<file path="src/rtl/mpmc11_pkg.sv">
// Shared types and constants for the mpmc11 memory controller.
package mpmc11_pkg;

    // Default number of load-reserved/store-conditional reservation entries
    localparam int unsigned NAR = 4;

    // Owner value of an invalid entry; channel 15 never issues requests
    localparam logic [3:0] NO_CH = 4'hF;

    typedef enum logic [2:0] {
        IDLE,
        RD_CMD,
        RD_DATA,
        WR_CMD,
        WR_DATA
    } mpmc11_state_t;

    typedef struct packed {
        logic        valid;
        logic [3:0]  ch;
        logic [26:0] blk;
        logic [15:0] tmo;
    } mpmc11_resv_t;

    // Population count of up to 16 flags
    function automatic logic [4:0] popcnt16(input logic [15:0] v);
        logic [4:0] n;
        n = '0;
        for (int i = 0; i < 16; i++) begin
            n = n + {4'd0, v[i]};
        end
        return n;
    endfunction

endpackage

</file>
<file path="src/rtl/mpmc11_resv_alloc.sv">
// Picks the reservation entry a reserving read writes into: the channel's own
// entry, else the lowest free entry, else the round-robin victim.
module mpmc11_resv_alloc #(
    parameter int unsigned NAR = 4,
    parameter int unsigned IW  = $clog2(NAR)
) (
    input  logic [NAR-1:0] valid_i,
    input  logic [NAR-1:0] own_hit_i,
    input  logic [IW-1:0]  victim_i,
    output logic [IW-1:0]  idx_o,
    output logic           evict_o
);

    logic free_found;

    // Target selection: owner hit beats free slot beats eviction
    always_comb begin
        idx_o      = victim_i;
        evict_o    = 1'b1;
        free_found = 1'b0;
        for (int i = 0; i < int'(NAR); i++) begin
            if (!free_found && !valid_i[i]) begin
                idx_o      = IW'(i);
                free_found = 1'b1;
            end
        end
        if (free_found) begin
            evict_o = 1'b0;
        end
        // A channel owns at most one entry, so at most one bit is set here
        for (int i = 0; i < int'(NAR); i++) begin
            if (own_hit_i[i]) begin
                idx_o   = IW'(i);
                evict_o = 1'b0;
            end
        end
    end

endmodule

</file>
<file path="src/rtl/mpmc11_resv_table.sv">
// LR/SC reservation table: sets an entry on a reserving read, drops entries on
// effective writes to the same 32-byte block, on timeout, or on flush.
module mpmc11_resv_table #(
    parameter int unsigned NAR      = mpmc11_pkg::NAR,
    parameter int unsigned RESV_TMO = 0
) (
    input  logic                         clk,
    input  logic                         rst_n,
    input  mpmc11_pkg::mpmc11_state_t    state,
    input  logic                         go,
    input  logic [3:0]                   ch,
    input  logic                         we,
    input  logic                         sr,
    input  logic                         cr,
    input  logic [31:0]                  adr,
    input  logic                         clr_all,
    output logic [4*NAR-1:0]             resv_ch,
    output logic [32*NAR-1:0]            resv_adr,
    output logic [$clog2(NAR):0]         resv_cnt,
    output logic                         cr_ok
);

    import mpmc11_pkg::*;

    localparam int unsigned IW = $clog2(NAR);
    localparam int unsigned CW = IW + 1;
    localparam logic [15:0] TmoLoad = 16'(RESV_TMO);
    localparam mpmc11_resv_t EntInvalid = '{valid: 1'b0, ch: NO_CH, blk: '0, tmo: '0};

    mpmc11_resv_t ent_q [NAR];
    mpmc11_resv_t ent_d [NAR];
    logic [IW-1:0] ptr_q, ptr_d;
    logic [CW-1:0] cnt_q, cnt_d;

    logic           upd;
    logic [26:0]    blk_in;
    logic [NAR-1:0] valid_vec;
    logic [NAR-1:0] own_hit;
    logic [NAR-1:0] blk_hit;
    logic [IW-1:0]  tgt_idx;
    logic           tgt_evict;
    logic           wr_eff;
    logic           unused_adr_lo;

    // Byte offset within the block never affects matching
    assign unused_adr_lo = ^adr[4:0];

    assign upd    = go && (state == IDLE);
    assign blk_in = adr[31:5];

    // Per-entry match vectors against the pre-update table
    always_comb begin
        valid_vec = '0;
        own_hit   = '0;
        blk_hit   = '0;
        for (int i = 0; i < int'(NAR); i++) begin
            valid_vec[i] = ent_q[i].valid;
            own_hit[i]   = ent_q[i].valid && (ent_q[i].ch == ch);
            blk_hit[i]   = ent_q[i].valid && (ent_q[i].blk == blk_in);
        end
    end

    assign cr_ok  = we && cr && (|(own_hit & blk_hit));
    assign wr_eff = upd && we && (!cr || cr_ok);

    mpmc11_resv_alloc #(
        .NAR (NAR),
        .IW  (IW)
    ) u_alloc (
        .valid_i   (valid_vec),
        .own_hit_i (own_hit),
        .victim_i  (ptr_q),
        .idx_o     (tgt_idx),
        .evict_o   (tgt_evict)
    );

    // Next table state; later assignments take priority over earlier ones
    always_comb begin
        logic [15:0] v16;
        ent_d = ent_q;
        ptr_d = ptr_q;

        // Ageing: lowest priority, overridden by a same-cycle set below
        if (RESV_TMO != 0) begin
            for (int i = 0; i < int'(NAR); i++) begin
                if (ent_q[i].valid) begin
                    if (ent_q[i].tmo == 16'd1) begin
                        ent_d[i] = EntInvalid;
                    end else if (ent_q[i].tmo != 16'd0) begin
                        ent_d[i].tmo = ent_q[i].tmo - 16'd1;
                    end
                end
            end
        end

        if (wr_eff) begin
            // Any channel's reservation on the written block is lost
            for (int i = 0; i < int'(NAR); i++) begin
                if (blk_hit[i]) begin
                    ent_d[i] = EntInvalid;
                end
            end
        end else if (upd && !we && sr) begin
            ent_d[tgt_idx] = '{valid: 1'b1, ch: ch, blk: blk_in, tmo: TmoLoad};
            if (tgt_evict) begin
                ptr_d = ptr_q + IW'(1);
            end
        end

        // Flush wins over everything, and suppresses the victim advance too
        if (clr_all) begin
            for (int i = 0; i < int'(NAR); i++) begin
                ent_d[i] = EntInvalid;
            end
            ptr_d = ptr_q;
        end

        v16 = '0;
        for (int i = 0; i < int'(NAR); i++) begin
            v16[i] = ent_d[i].valid;
        end
        cnt_d = CW'(popcnt16(v16));
    end

    // Table, victim pointer and registered population count
    always_ff @(posedge clk or negedge rst_n) begin
        if (!rst_n) begin
            for (int i = 0; i < int'(NAR); i++) begin
                ent_q[i] <= EntInvalid;
            end
            ptr_q <= '0;
            cnt_q <= '0;
        end else begin
            ent_q <= ent_d;
            ptr_q <= ptr_d;
            cnt_q <= cnt_d;
        end
    end

    // Invalid entries are stored canonically (NO_CH, block 0)
    always_comb begin
        resv_ch  = '0;
        resv_adr = '0;
        for (int i = 0; i < int'(NAR); i++) begin
            resv_ch[4*i +: 4]   = ent_q[i].ch;
            resv_adr[32*i +: 32] = {ent_q[i].blk, 5'b00000};
        end
    end

    assign resv_cnt = cnt_q;

endmodule

</file>
<file path="config.mk">
export PLATFORM = sky130hd
export DESIGN_NAME = mpmc11_resv_table
export DESIGN_NICKNAME = d
export VERILOG_FILES = /design/src/rtl/mpmc11_pkg.sv /design/src/rtl/mpmc11_resv_alloc.sv /design/src/rtl/mpmc11_resv_table.sv
export SDC_FILE = /design/constraint.sdc
export NUM_CORES = 1
export LEC_CHECK = 0
export CAP_MARGIN = 5
export CELL_PAD_IN_SITES_DETAIL_PLACEMENT = 0
export CELL_PAD_IN_SITES_GLOBAL_PLACEMENT = 1
export CORE_AREA = 2 2 184 186
export DETAILED_ROUTE_END_ITERATION = 8
export DIE_AREA = 0 0 186 188
export PLACE_DENSITY = 0.61
export SLEW_MARGIN = 0
export SYNTH_ARGS = -nofsm -noshare
export SYNTH_HDL_FRONTEND = slang
export SYNTH_HIERARCHICAL = 1
export SYNTH_SLANG_ARGS = --single-unit
</file>
<file path="constraint.sdc">
create_clock -name clk -period 4.05 [get_ports clk]
set_clock_uncertainty 0.1 [all_clocks]
set_input_delay 0.81 -clock clk [delete_from_list [all_inputs] [get_ports clk]]
set_output_delay 0.81 -clock clk [all_outputs]
set_load 0.05 [all_outputs]
</file>
==> impl_metrics.toml <==
[run_status]
status = "complete, no violations"

[critical_path]
slowest_delay_ps = 460
cp_max_fo = 4
critPathRequiredTime_ps = 3140
cp_num_buf_inv = 3
crit_top_cell = "buf_12"
arrival_ps = 3070
end_kind = "output port"
crit_chain = "clkdlybuf4s50_1 > buf_12 > xor2_1 > nor4_2 > nand4_1 > or3b_4 > o2111ai_2 > and3_4 > buf_12"
critPathTopFamily = "simple AND/OR/NAND/NOR gates"
critPathSlowestCell = "or3b_4"
worstSetupStartpointType = "primary input"
path_class = "in -> out"

[sta]
tns_ps = 0
worst_slew_pin_slew_ps = 845
setup_slack_ps = 74.9
setup_viol = 0
slew_headroom_pct = 43.6
maxSlewViolCount = 0
fin_crit_ps = 3980
fin_crit_sh_pct = 98.2
hold-worst-slack_ps = 352
rsz0062_at_grt = "no"
finalHoldViolCount = 0
fmax_ghz = 0.252

[pwr]
peakVddDrop_uv = 318
p_total_uw = 3290
p_per_area_mw_per_mm2 = 308
leakagePower_uw = 0.00439

[finish]
fillerInstances = 3388
register_area_sq_mm = 0.00335
drive_gt1_share_pct = 20.0
layout-area-overhead-vs-synth_pct = 31.2
layout_common_cells = "clkdlybuf4s50_1 (158), dfrtp_1 (117), xnor2_1 (97)"
layout_commonest_cell = "clkdlybuf4s50_1"
finish.net_count = 948
multiInputGateArea_sq_mm = 0.00343
n_antenna_cell = 0

[synth]
syn_inst = 795
synth_edf_count = 0
ys_async_sr_fraction_pct = 100
syn_avg_cell_area_sq_um = 10.2
synth_ff_type = "dfrtp_1"
ys_ff_latch = 133
netlist_area_sq_mm = 0.00813
synth.distinct_cells = 54
yosysSeqAreaShare_pct = 41.2
yosys_warnings = 6

[detailed_routing]
wirelength_um = 28600
ant_nets = 0
drtIter0Drc = 425
vias = 6191
firstDrtPassIters = 5
drc = 0
wl_met1_um = 12400
wl_met2_um = 13500
wl_met3_um = 1770
avgViaCountPerCell = 4.55
routed.top_layer = "met4"
wire_per_inst_um = 21.1

[placed_design]
post-place-ws_ps = -459
place_hpwl_um = 21500
place.gp.congestion = 0.804
port_buffers = 168

[worst_hold_path]
hold_class = "in -> async"

[clock_network]
clockBufferDepth = 2
cts_sinks = 133
clock_latency_ps = 430
clk_pin_slew_worst_paths_ps = 60
cts_buffers = 17
tritoncts = "done"
clock-root-buffer = "clkbuf_16"
cts_htree_levels = 4

[floorplanning]
die_area_sq_mm = 0.0350
die_h_um = 188
die_x_um = 186
ios = 194
fp.coreArea_sq_mm = 0.0331
initial_utilization_pct = 24.6
rows = 67

[global_routing]
grt_pass1_wl_um = 41900
antenna_found_initial = 0
grt_max_degree = 82
track_usage_pct = 16.4
grt-ovfl-total = 0
grt_pass1_vias = 6339

[flow_run]
drv_cap = 0
[registers in the layout, summed over array words and instances, names as in the netlist]
register	flops
resv_cnt	3
ptr_q	2
ent_q	4
resv_ch	16
resv_adr	108
[final timing paths]
kind                                         from                        to  slack (ps)  depth (start not counted)
max in group asynchronous                   rst_n  resv_adr[95]$_DFFE_PN0P_        2690                          2
hold reg to reg              ptr_q[0]$_DFFE_PN0P_      ptr_q[0]$_DFFE_PN0P_         390                          1
setup / recovery                          adr[11]                     cr_ok          70                          9
hold / removal                              rst_n      ent_q[191]$_DFF_PN0_         350                          1
min in group clk             ptr_q[0]$_DFFE_PN0P_      ptr_q[0]$_DFFE_PN0P_         390                          1
setup reg to reg           resv_ch[6]$_DFFE_PN1P_     resv_cnt[1]$_DFF_PN0_         540                         15
[per-stage QoR]
| step | area (sq um) | utilization (%) | instances |
|---|---|---|---|
| 2_1_floorplan | 8210 | - | 814 |
| 3_3_place_gp | 10000 | 30.2 | 1327 |
| 3_5_place_dp | 10000 | 30.2 | 1327 |
| 4_1_cts | 10600 | 32.0 | 1359 |
| 5_1_grt | 10700 | 32.2 | 1360 |
| 6_report | 10700 | 32.2 | 1360 |
[kinds of logic (layout without fill, tap and decap cells)]
kind of cell | Yosys count | after routing | synth area share [%]
buffers and inverters | 219 | 317 | 18.4
AND/OR/NAND/NOR | 174 | 174 | 12.0
AO/OA/AOI/OAI | 138 | 138 | 14.1
flip-flops | 133 | 133 | 41.2
XOR/XNOR | 123 | 123 | 13.2
multiplexers | 4 | 4 | 0.523
adder cells (fa/ha/maj) | 3 | 3 | 0.554
other | 1 | 20 | 0.0461
[synthesized netlist by cell type (all sizes together), types with 10 or more instances]
cell type,n,share of area (%)
dfstp,16,5.2
nand3,20,1.2
nand3b,26,2.6
inv,10,0.46
buf,180,17
nand4,21,1.6
dfrtp,117,36
xnor2,98,11
nor4,11,1.0
nor2,12,0.55
nand2,55,2.5
a22o,28,3.0
xor2,25,2.7
a32o,54,6.6
clkbuf,29,1.4
o21ai,29,1.8
[final cells by class]
cell class,instances,share of cell area (%)
Inverter,10,0.352
Timing Repair Buffer,275,25.3
Clock buffer,17,3.99
Tap cell,448,5.26
Multi-Input combinational cell,462,32.2
Sequential cell,133,31.4
Clock inverter,15,1.54
[timing repair]
item | 4_1_cts | 5_1_grt
endpoints found under the setup margin | 2 | 3
endpoints found under the hold margin | 0 | 0
hold buffers | 0 | 0
pin swaps | 2 | 7
buffers inserted | 0 | 1
resized for setup | 7 | 15
[layer usage]
metal  vias up  GRT usage (%)
li1       2840              -
met1      3104           20.9
met2       200           26.1
met3        47           4.31
met4         0           7.12
met5         -              0
[report_power, final]
group	internal (uW)	total, uW	switching [uW]	leakage, uW
sequential	1330	1330	2.94	0.00180
clock	874	1570	695	0.000285
combinational	155	386	232	0.00230
Power figures use the tool's default switching activity.
